`src/rtl/spi_slave_if_if.sv`:
```
// Bus bundle between the SPI slave front-end and its master side (pins plus RAM handshake).
interface spi_slave_if_if #(
  parameter int RX_W = 10,
  parameter int TX_W = 8
);
  logic            SS_n;
  logic            MOSI;
  logic            MISO;
  logic [RX_W-1:0] rx_data;
  logic            rx_valid;
  logic [TX_W-1:0] tx_data;
  logic            tx_valid;

  modport slave (
    input  SS_n, MOSI, tx_data, tx_valid,
    output MISO, rx_data, rx_valid
  );

  modport master (
    output SS_n, MOSI, tx_data, tx_valid,
    input  MISO, rx_data, rx_valid
  );
endinterface

```
`src/rtl/spi_slave_if.sv`:
```
// SPI mode-0 slave: deserialises 10-bit {cmd,payload} frames for the RAM and
// shifts the RAM read byte back out on MISO.
//
// state     | meaning
// IDLE      | SS_n high, waiting for select
// CHK_CMD   | sampling frame bit 9, picking write / read-addr / read-data path
// WRITE     | shifting bits 8..0 of a write-address or write-data frame
// READ_ADD  | shifting bits 8..0 of a read-address frame
// READ_DATA | shifting bits 8..0, then capturing tx_data and shifting it out
module spi_slave_if #(
  parameter int RX_W = 10,
  parameter int TX_W = 8
) (
  input logic            clk,
  input logic            rst_n,
  spi_slave_if_if.slave  bus
);

  localparam logic [2:0] IDLE      = 3'd0;
  localparam logic [2:0] CHK_CMD   = 3'd1;
  localparam logic [2:0] WRITE     = 3'd2;
  localparam logic [2:0] READ_ADD  = 3'd3;
  localparam logic [2:0] READ_DATA = 3'd4;

  localparam int CNT_W = $clog2(RX_W);
  localparam int TXC_W = $clog2(TX_W);

  logic [2:0]      state;
  logic [CNT_W-1:0] bit_cnt;
  logic [RX_W-2:0] rx_shift;
  logic            frame_done;
  logic            rd_addr_done;
  logic            tx_captured;
  logic [TX_W-2:0] tx_shift;
  logic [TXC_W-1:0] tx_cnt;

  always_ff @(posedge clk or negedge rst_n) begin
    if (!rst_n) begin
      state        <= IDLE;
      bit_cnt      <= '0;
      rx_shift     <= '0;
      frame_done   <= 1'b0;
      rd_addr_done <= 1'b0;
      tx_captured  <= 1'b0;
      tx_shift     <= '0;
      tx_cnt       <= '0;
      bus.rx_data  <= '0;
      bus.rx_valid <= 1'b0;
      bus.MISO     <= 1'b0;
    end else begin
      bus.rx_valid <= 1'b0;
      bus.MISO     <= 1'b0;
      // Deselect wins over everything; rd_addr_done deliberately survives an abort.
      if (bus.SS_n) begin
        state       <= IDLE;
        bit_cnt     <= '0;
        frame_done  <= 1'b0;
        tx_captured <= 1'b0;
        tx_cnt      <= '0;
      end else begin
        case (state)
          IDLE: state <= CHK_CMD;
          CHK_CMD: begin
            rx_shift    <= {rx_shift[RX_W-3:0], bus.MOSI};
            bit_cnt     <= CNT_W'(RX_W - 2);
            frame_done  <= 1'b0;
            tx_captured <= 1'b0;
            tx_cnt      <= '0;
            if (!bus.MOSI)        state <= WRITE;
            else if (rd_addr_done) state <= READ_DATA;
            else                   state <= READ_ADD;
          end
          WRITE, READ_ADD, READ_DATA: begin
            if (!frame_done) begin
              rx_shift <= {rx_shift[RX_W-3:0], bus.MOSI};
              if (bit_cnt == '0) begin
                bus.rx_data  <= {rx_shift, bus.MOSI};
                bus.rx_valid <= 1'b1;
                frame_done   <= 1'b1;
                if (state == READ_ADD) rd_addr_done <= 1'b1;
              end else begin
                bit_cnt <= bit_cnt - 1'b1;
              end
            end else if (state == READ_DATA) begin
              // One capture per frame; later tx_valid cycles are ignored.
              if (!tx_captured) begin
                if (bus.tx_valid) begin
                  tx_captured  <= 1'b1;
                  tx_shift     <= bus.tx_data[TX_W-2:0];
                  tx_cnt       <= TXC_W'(TX_W - 1);
                  bus.MISO     <= bus.tx_data[TX_W-1];
                  rd_addr_done <= 1'b0;
                end
              end else if (tx_cnt != '0) begin
                bus.MISO <= tx_shift[TX_W-2];
                tx_shift <= tx_shift << 1;
                tx_cnt   <= tx_cnt - 1'b1;
              end
            end
          end
          default: state <= IDLE;
        endcase
      end
    end
  end

endmodule
```
`src/flat_wrapper.sv`:
```
// flat-port wrapper written by rule: the top's interface ports become plain ports
module spi_slave_if_flat 
#(
  parameter int RX_W = 10,
  parameter int TX_W = 8
)
  (clk, rst_n, bus_SS_n, bus_MOSI, bus_tx_data, bus_tx_valid, bus_MISO, bus_rx_data, bus_rx_valid);
  spi_slave_if_if #(.RX_W(RX_W), .TX_W(TX_W)) bus_i ();
  input logic clk;
  input logic rst_n;
  input wire logic [$bits(bus_i.SS_n)-1:0] bus_SS_n;
  input wire logic [$bits(bus_i.MOSI)-1:0] bus_MOSI;
  input wire logic [$bits(bus_i.tx_data)-1:0] bus_tx_data;
  input wire logic [$bits(bus_i.tx_valid)-1:0] bus_tx_valid;
  output wire logic [$bits(bus_i.MISO)-1:0] bus_MISO;
  output wire logic [$bits(bus_i.rx_data)-1:0] bus_rx_data;
  output wire logic [$bits(bus_i.rx_valid)-1:0] bus_rx_valid;
  assign bus_i.SS_n = bus_SS_n;
  assign bus_i.MOSI = bus_MOSI;
  assign bus_i.tx_data = bus_tx_data;
  assign bus_i.tx_valid = bus_tx_valid;
  assign bus_MISO = bus_i.MISO;
  assign bus_rx_data = bus_i.rx_data;
  assign bus_rx_valid = bus_i.rx_valid;
  spi_slave_if #(.RX_W(RX_W), .TX_W(TX_W)) u_core (.clk(clk), .rst_n(rst_n), .bus(bus_i));
endmodule
```
`config.mk`:
```
export PLATFORM = sky130hd
export DESIGN_NAME = spi_slave_if_flat
export DESIGN_NICKNAME = d
export VERILOG_FILES = /design/src/rtl/spi_slave_if_if.sv /design/src/rtl/spi_slave_if.sv /design/src/flat_wrapper.sv
export SDC_FILE = /design/constraint.sdc
export NUM_CORES = 1
export LEC_CHECK = 0
export ABC_AREA = 1
export CAP_MARGIN = 20
export CORE_MARGIN = 3
export CORE_UTILIZATION = 55
export DETAILED_ROUTE_END_ITERATION = 10
export PLACE_DENSITY = 0.81
export SYNTH_ARGS = -nofsm -noshare
export SYNTH_HDL_FRONTEND = slang
export SYNTH_SLANG_ARGS = --single-unit
export TNS_END_PERCENT = 20
```
`constraint.sdc`:
```
create_clock -name clk -period 1.55 [get_ports clk]
set_input_delay 0.31 -clock clk [delete_from_list [all_inputs] [get_ports clk]]
set_output_delay 0.31 -clock clk [all_outputs]
set_load 0.005 [all_outputs]
```
==> results of run 1 <==
[sequential cells by signal, summed over array words and instances (netlist names)]
signal and cells:
u_core.frame_done 1, u_core.bus.MISO 1, u_core.tx_captured 1, u_core.bus.rx_valid 1
u_core.rx_shift 9, u_core.state 3, u_core.bit_cnt 4, u_core.bus.rx_data 10
u_core.tx_cnt 3, u_core.tx_shift 7, u_core.rd_addr_done 1
[stage by stage]
step / worst slack (ps) / std cells
floorplan: 190 / 255
global placement: -119 / 335
detailed placement: -180 / 335
CTS: 0.465 / 344
global route: -100 / 345
finish: -12.0 / 345
[layout make-up]
class / instances / area [µm²]
Fill cell: 255 / 847
Inverter: 30 / 113
Timing Repair Buffer: 42 / 407
Clock inverter: 2 / 37.5
Clock buffer: 6 / 51.3
Multi-Input combinational cell: 178 / 875
Tap cell: 46 / 57.6
Sequential cell: 41 / 1030
[critical path: stages, from the launching register on]
cell and delay [ps]:
sky130_fd_sc_hd__dfrtp_2 440, sky130_fd_sc_hd__inv_1 110, sky130_fd_sc_hd__o21ai_0 450, sky130_fd_sc_hd__nand2_1 240
sky130_fd_sc_hd__nand3_1 170, sky130_fd_sc_hd__nand2_1 60
[worst paths after layout]
path / slack [ps] / endpoint / cells past startpoint / from
max: -10 / u_core.bit_cnt[2] / 5 / u_core.state[2]
min: 410 / u_core.tx_shift[3] / 2 / rst_n
max reg2reg: -10 / u_core.bit_cnt[2] / 5 / u_core.state[2]
min reg2reg: 490 / u_core.tx_shift[5] / 2 / u_core.tx_shift[5]
max in group asynchronous: 650 / u_core.state[2] / 3 / rst_n
min in group clk: 490 / u_core.tx_shift[5] / 2 / u_core.tx_shift[5]
[kinds of logic after synthesis]
logic type                 after synthesis  share of synthesized area (%)
DFF                                     41                           51.2
buffers and inverters                   37                           7.36
xor gates and xnor gates                 2                          0.874
adders and majority gates                4                           2.50
AOI/OAI and AO/OA                       32                           8.80
and+or+nand+nor                        139                           29.3
[routing by layer]
layer / part of all wire [%] / track usage [%]
met1: 45 / 27.0
met2: 50 / 35.3
met3: 4.0 / 6.12
met4: 1.3 / 7.36
met5: 0 / 0
[Yosys cell counts (all sizes together) (2+ instances only)]
| cell type | number | area (µm²) |
|---|---|---|
| a21oi | 6 | 41.3 |
| buf | 5 | 27.5 |
| clkbuf | 2 | 7.51 |
| dfrtp | 41 | 1030 |
| ha | 4 | 50.1 |
| inv | 30 | 113 |
| nand2 | 96 | 368 |
| nand3 | 25 | 130 |
| nand3b | 3 | 22.5 |
| nand4 | 2 | 12.5 |
| nor2 | 11 | 43.8 |
| o21ai | 25 | 129 |
| xor2 | 2 | 17.5 |
[what timing repair did]
action / 4_1_cts / 5_1_grt
pin swaps: 0 / 4
cloned: 0 / 1
endpoints found under the hold margin: 17 / 0
hold buffers: 1 / 0
endpoints found under the setup margin: 5 / 39
resized for setup: 5 / 22
[where the power goes]
part | internal (mW) | switching [mW] | total (mW)
Sequential | 1.37 | 0.252 | 1.62
Clock | 0.383 | 0.359 | 0.742
Combinational | 0.596 | 0.747 | 1.34
==> metrics.yaml, run 1 <==
status:
  run_status: "complete, but fails checks"
  violations: "setup timing"
timing:
  crit_path_setup_slack_layout_ps: -12.0
  timing_hold_violations_final: 0
  timing_worst_slew_pin_value_ps: 518
  hold_ws_ps: 413
  finalSetupViolCount: 4
  finalSetupTns_ps: -25.3
  worst_clock_skew_ps: 11.9
  post_route_minimum_period_ps: 1560
  clock.fmax_ghz: 0.640
  slew_violations: 0
  worst_slew_margin_rel_pct: 65.1
  rsz0062_at_grt: "true"
  final.period_utilization_pct: 101
detailed_routing:
  postRouteAntennaNets: 0
  detail_route.wirelength_um: 4500
  initialDrtViolationCount: 72
  drc_violation_count_after_routing: 0
  avgViaCountPerCell: 5.20
  detail_route.first_pass.iterations: 4
  wl_per_cell_um: 13.0
  dr_total_vias: 1793
floorplanning:
  initial_utilization_pct: 58.7
  die_area_mm2: 0.00441
  dieHeight_um: 66.4
  row_count: 21
  ioPinCount: 25
  die-width_um: 66.4
  design.core.area_mm2: 0.00342
logic_synthesis:
  synthArstFlopShare_pct: 100
  ys_seq_area_share_pct: 51.2
  syn_nets: 272
  synthesis.instances: 255
  post_synth_num_cell_types: 23
  ys_seq_elements: 41
  synthesis.area_per_instance_um2: 7.87
  netlist_area_mm2: 0.00201
  yosys_warnings: 0
  most_used_dff_post_synth: "sky130_fd_sc_hd__dfrtp_1"
  synth_edf_count: 0
final_layout:
  layout-drive-gt1-share_pct: 15.7
  most-common-layout-cells: "85 x sky130_fd_sc_hd__nand2_1, 39 x sky130_fd_sc_hd__dfrtp_1, 30 x sky130_fd_sc_hd__inv_1"
  final_common_cell: "sky130_fd_sc_hd__nand2_1"
  fin_area_mm2: 0.00257
  syn2layout_area_growth_pct: 28.1
  finish.utilization_pct: 75.2
  num-nets-final: 315
  antennaDiodeCount: 0
setup_path:
  worst-path-max-fanout: 4
  type_of_the_worst_setup_path: "flop to flop"
  worst-endpoint-arrival_ps: 1810
  cp.required_ps: 1800
  critPathLaunchType: "flop"
  setup.worst_path.end_class: "flop"
clock_tree:
  cts-htree-levels: 2
  clock_sink_count: 41
  cts_tree: "built"
  max-clock-path-buffers: 2
  ctsRootBufferMaster: "sky130_fd_sc_hd__clkbuf_4"
  clock_insertion_delay_worst_skew_ps: 350
  buffers_inserted_by_post_cts_timing_repair: 0
  tritoncts.num_buffers: 5
  worst_setup_hold_path_clk_slew_ps: 120
global_routing:
  grt_pass1_vias: 1702
  grt_max_degree: 25
  grt_remaining_overflow: 0
  grt_antenna_before_repair: 0
  global_route_wire_length_before_repair_um: 7180
  track_usage_pct: 21.5
run:
  max_cap_violations: 0
pwr:
  cellPowerDensity_mw_per_mm2: 1440
  vdd_ir_drop_max_mv: 0.840
  power.total_mw: 3.71
  leakage_nw: 1.44
placement:
  gp_routability_congestion: 0.857
  place_area_mm2: 0.00242
  post-dp-hpwl_um: 3010
  port_buffers: 24
hold_path:
  hold_path.class: "input pin to asynchronous set/reset pin"
Power figures use the tool's default switching activity.
==> run 2: changes to the inputs <==
--- a/config.mk
+++ b/config.mk
@@ -14,4 +14,4 @@
 export SYNTH_ARGS = -nofsm -noshare
 export SYNTH_HDL_FRONTEND = slang
 export SYNTH_SLANG_ARGS = --single-unit
-export TNS_END_PERCENT = 20
+export TNS_END_PERCENT = 50
==> metrics.yaml, run 2 (synthesis results as in run 1) <==
final_layout:
  final_common_cell: "sky130_fd_sc_hd__nand2_1"
  number_of_flip_flops_under_the_largest_register_name: 10
  antennaDiodeCount: 0
  syn2layout_area_growth_pct: 28.7
  largestRegisters: "u_core.bus.rx_data (10), u_core.rx_shift (9), u_core.tx_shift (7)"
  regMostFlops: "u_core.bus.rx_data"
  layout-drive-gt1-share_pct: 16.1
  fill_cells: 247
  finish.utilization_pct: 75.6
  num-nets-final: 315
  fin_area_mm2: 0.00258
  most-common-layout-cells: "85 x sky130_fd_sc_hd__nand2_1, 39 x sky130_fd_sc_hd__dfrtp_1, 30 x sky130_fd_sc_hd__inv_1"
  instances_no_fill: 345
clock_tree:
  cts_tree: "built"
  tritoncts.num_buffers: 5
  clock_insertion_delay_worst_skew_ps: 360
  cts-htree-levels: 2
  worst_setup_hold_path_clk_slew_ps: 130
  clock_sink_count: 41
  max-clock-path-buffers: 2
  buffers_inserted_by_post_cts_timing_repair: 0
  ctsRootBufferMaster: "sky130_fd_sc_hd__clkbuf_4"
setup_path:
  regToRegSetupSlack_ps: -5
  cp.required_ps: 1800
  crit-reg2reg-capture: "u_core.bus.rx_data[8]"
  setup.worst_path.end_class: "flop"
  critPathLaunchType: "flop"
  reg2reg_depth: 7
  critical_path.startpoint: "u_core.state[1]"
  worst-path-max-fanout: 17
  type_of_the_worst_setup_path: "flop to flop"
  regToRegStartpoint: "u_core.state[1]"
  worst-endpoint-arrival_ps: 1800
placement:
  port_buffers: 24
  place_area_mm2: 0.00242
  gp_routability_congestion: 0.857
  dp_cells: 335
  dp_slack_ps: -180
  post-dp-hpwl_um: 3010
detailed_routing:
  detail_route.first_pass.iterations: 4
  avgViaCountPerCell: 5.27
  wl_per_cell_um: 13.5
  postRouteAntennaNets: 0
  detail_route.wirelength_um: 4650
  drc_violation_count_after_routing: 0
  dr_total_vias: 1817
  initialDrtViolationCount: 115
pwr:
  vdd_ir_drop_max_mv: 0.819
  seq_power_share_pct: 43.6
  cell_internal_pwr_mw: 2.36
  clock_power_share_pct: 19.9
  cellPowerDensity_mw_per_mm2: 1450
  power.total_mw: 3.74
  leakage_nw: 1.44
  power.switching_fraction_pct: 37.0
  switchingPower_mw: 1.38
  power_frac_comb_pct: 36.5
floorplanning:
  die-width_um: 66.4
  design.core.area_mm2: 0.00342
  row_count: 21
  die_area_mm2: 0.00441
  initial_utilization_pct: 58.7
  dieHeight_um: 66.4
  ioPinCount: 25
timing:
  finalSetupTns_ps: -6.00
  clock.fmax_ghz: 0.643
  timing_hold_violations_final: 0
  slew_violations: 0
  finalSetupViolCount: 2
  crit_path_setup_slack_layout_ps: -5.36
  timing_worst_slew_pin_value_ps: 450
  final.period_utilization_pct: 100
  post_route_minimum_period_ps: 1560
  worst_clock_skew_ps: 12.2
  worst_slew_margin_rel_pct: 69.7
  rsz0062_at_grt: "true"
  hold_ws_ps: 401
status:
  violations: "setup timing"
  run_status: "complete, but fails checks"
global_routing:
  grt_pass1_vias: 1702
  track_usage_pct: 21.5
  global_route_wire_length_before_repair_um: 7180
  grt_antenna_before_repair: 0
  grt_max_degree: 25
  grt_remaining_overflow: 0
hold_path:
  hold_path.class: "input pin to asynchronous set/reset pin"
run:
  max_cap_violations: 0
==> run 2: cell counts in the layout (fill, tap and decap cells not counted) <==
Identical to the previous run, type by type.
==> run 2: area by class of cell <==
cell class | instances | area (µm²) | share of cell area, %
clock inverter | 2 | 37.5 | 1.45
timing repair buffer | 42 | 410 | 15.9
multi-input combinational | 178 | 883 | 34.2
clock buffer | 6 | 51.3 | 1.99
sequential | 41 | 1030 | 39.8
tap | 46 | 57.6 | 2.23
inverter | 30 | 113 | 4.36
==> run 2: how the worst max path moves through the flow <==
stage	slack, ps	end	cells past startpoint
floorplan	190	u_core.bus.rx_data[0]	7
global placement	-120	u_core.tx_cnt[1]	7
detailed placement	-180	u_core.tx_cnt[0]	7
CTS	0.5	bus_rx_data[2]	1
global route	-80	u_core.tx_cnt[0]	7
finish	-5	u_core.bus.rx_data[8]	7
==> run 2: routing by layer <==
| metal | global-route usage [%] | share of wire, % | vias up |
|---|---|---|---|
| met5 | 0 | 0 | - |
| met4 | 7.36 | 1.5 | 0 |
| met3 | 6.12 | 5.0 | 10 |
| met2 | 35.3 | 50 | 49 |
| met1 | 27.0 | 43 | 866 |
| li1 | - | - | 892 |
==> run 2: power groups by stage <==
stage / clock network [mW] / logic, mW / registers, mW
floorplan: 0 / 0.786 / 1.57
finish: 0.745 / 1.37 / 1.63
global placement: 0 / 1.26 / 1.61
CTS: 0.750 / 1.30 / 1.60
global route: 0.803 / 1.56 / 1.66
detailed placement: 0 / 1.32 / 1.62
==> run 2: worst max-delay path: stages, from the launching register on <==
cell and delay [ps]:
sky130_fd_sc_hd__dfrtp_2 470, sky130_fd_sc_hd__nor2_4 150, sky130_fd_sc_hd__nand2_4 90, sky130_fd_sc_hd__a21oi_4 280, sky130_fd_sc_hd__nand3_2 140, sky130_fd_sc_hd__buf_12 180, sky130_fd_sc_hd__nand2_1 70, sky130_fd_sc_hd__o21ai_1 60
==> run 2: timing repair <==
item,4_1_cts,5_1_grt
endpoints found under the setup margin,5,39
pin swaps,0,4
hold endpoints to repair,17,0
hold buffers,1,0
gates resized for setup,5,25
cloned,0,1
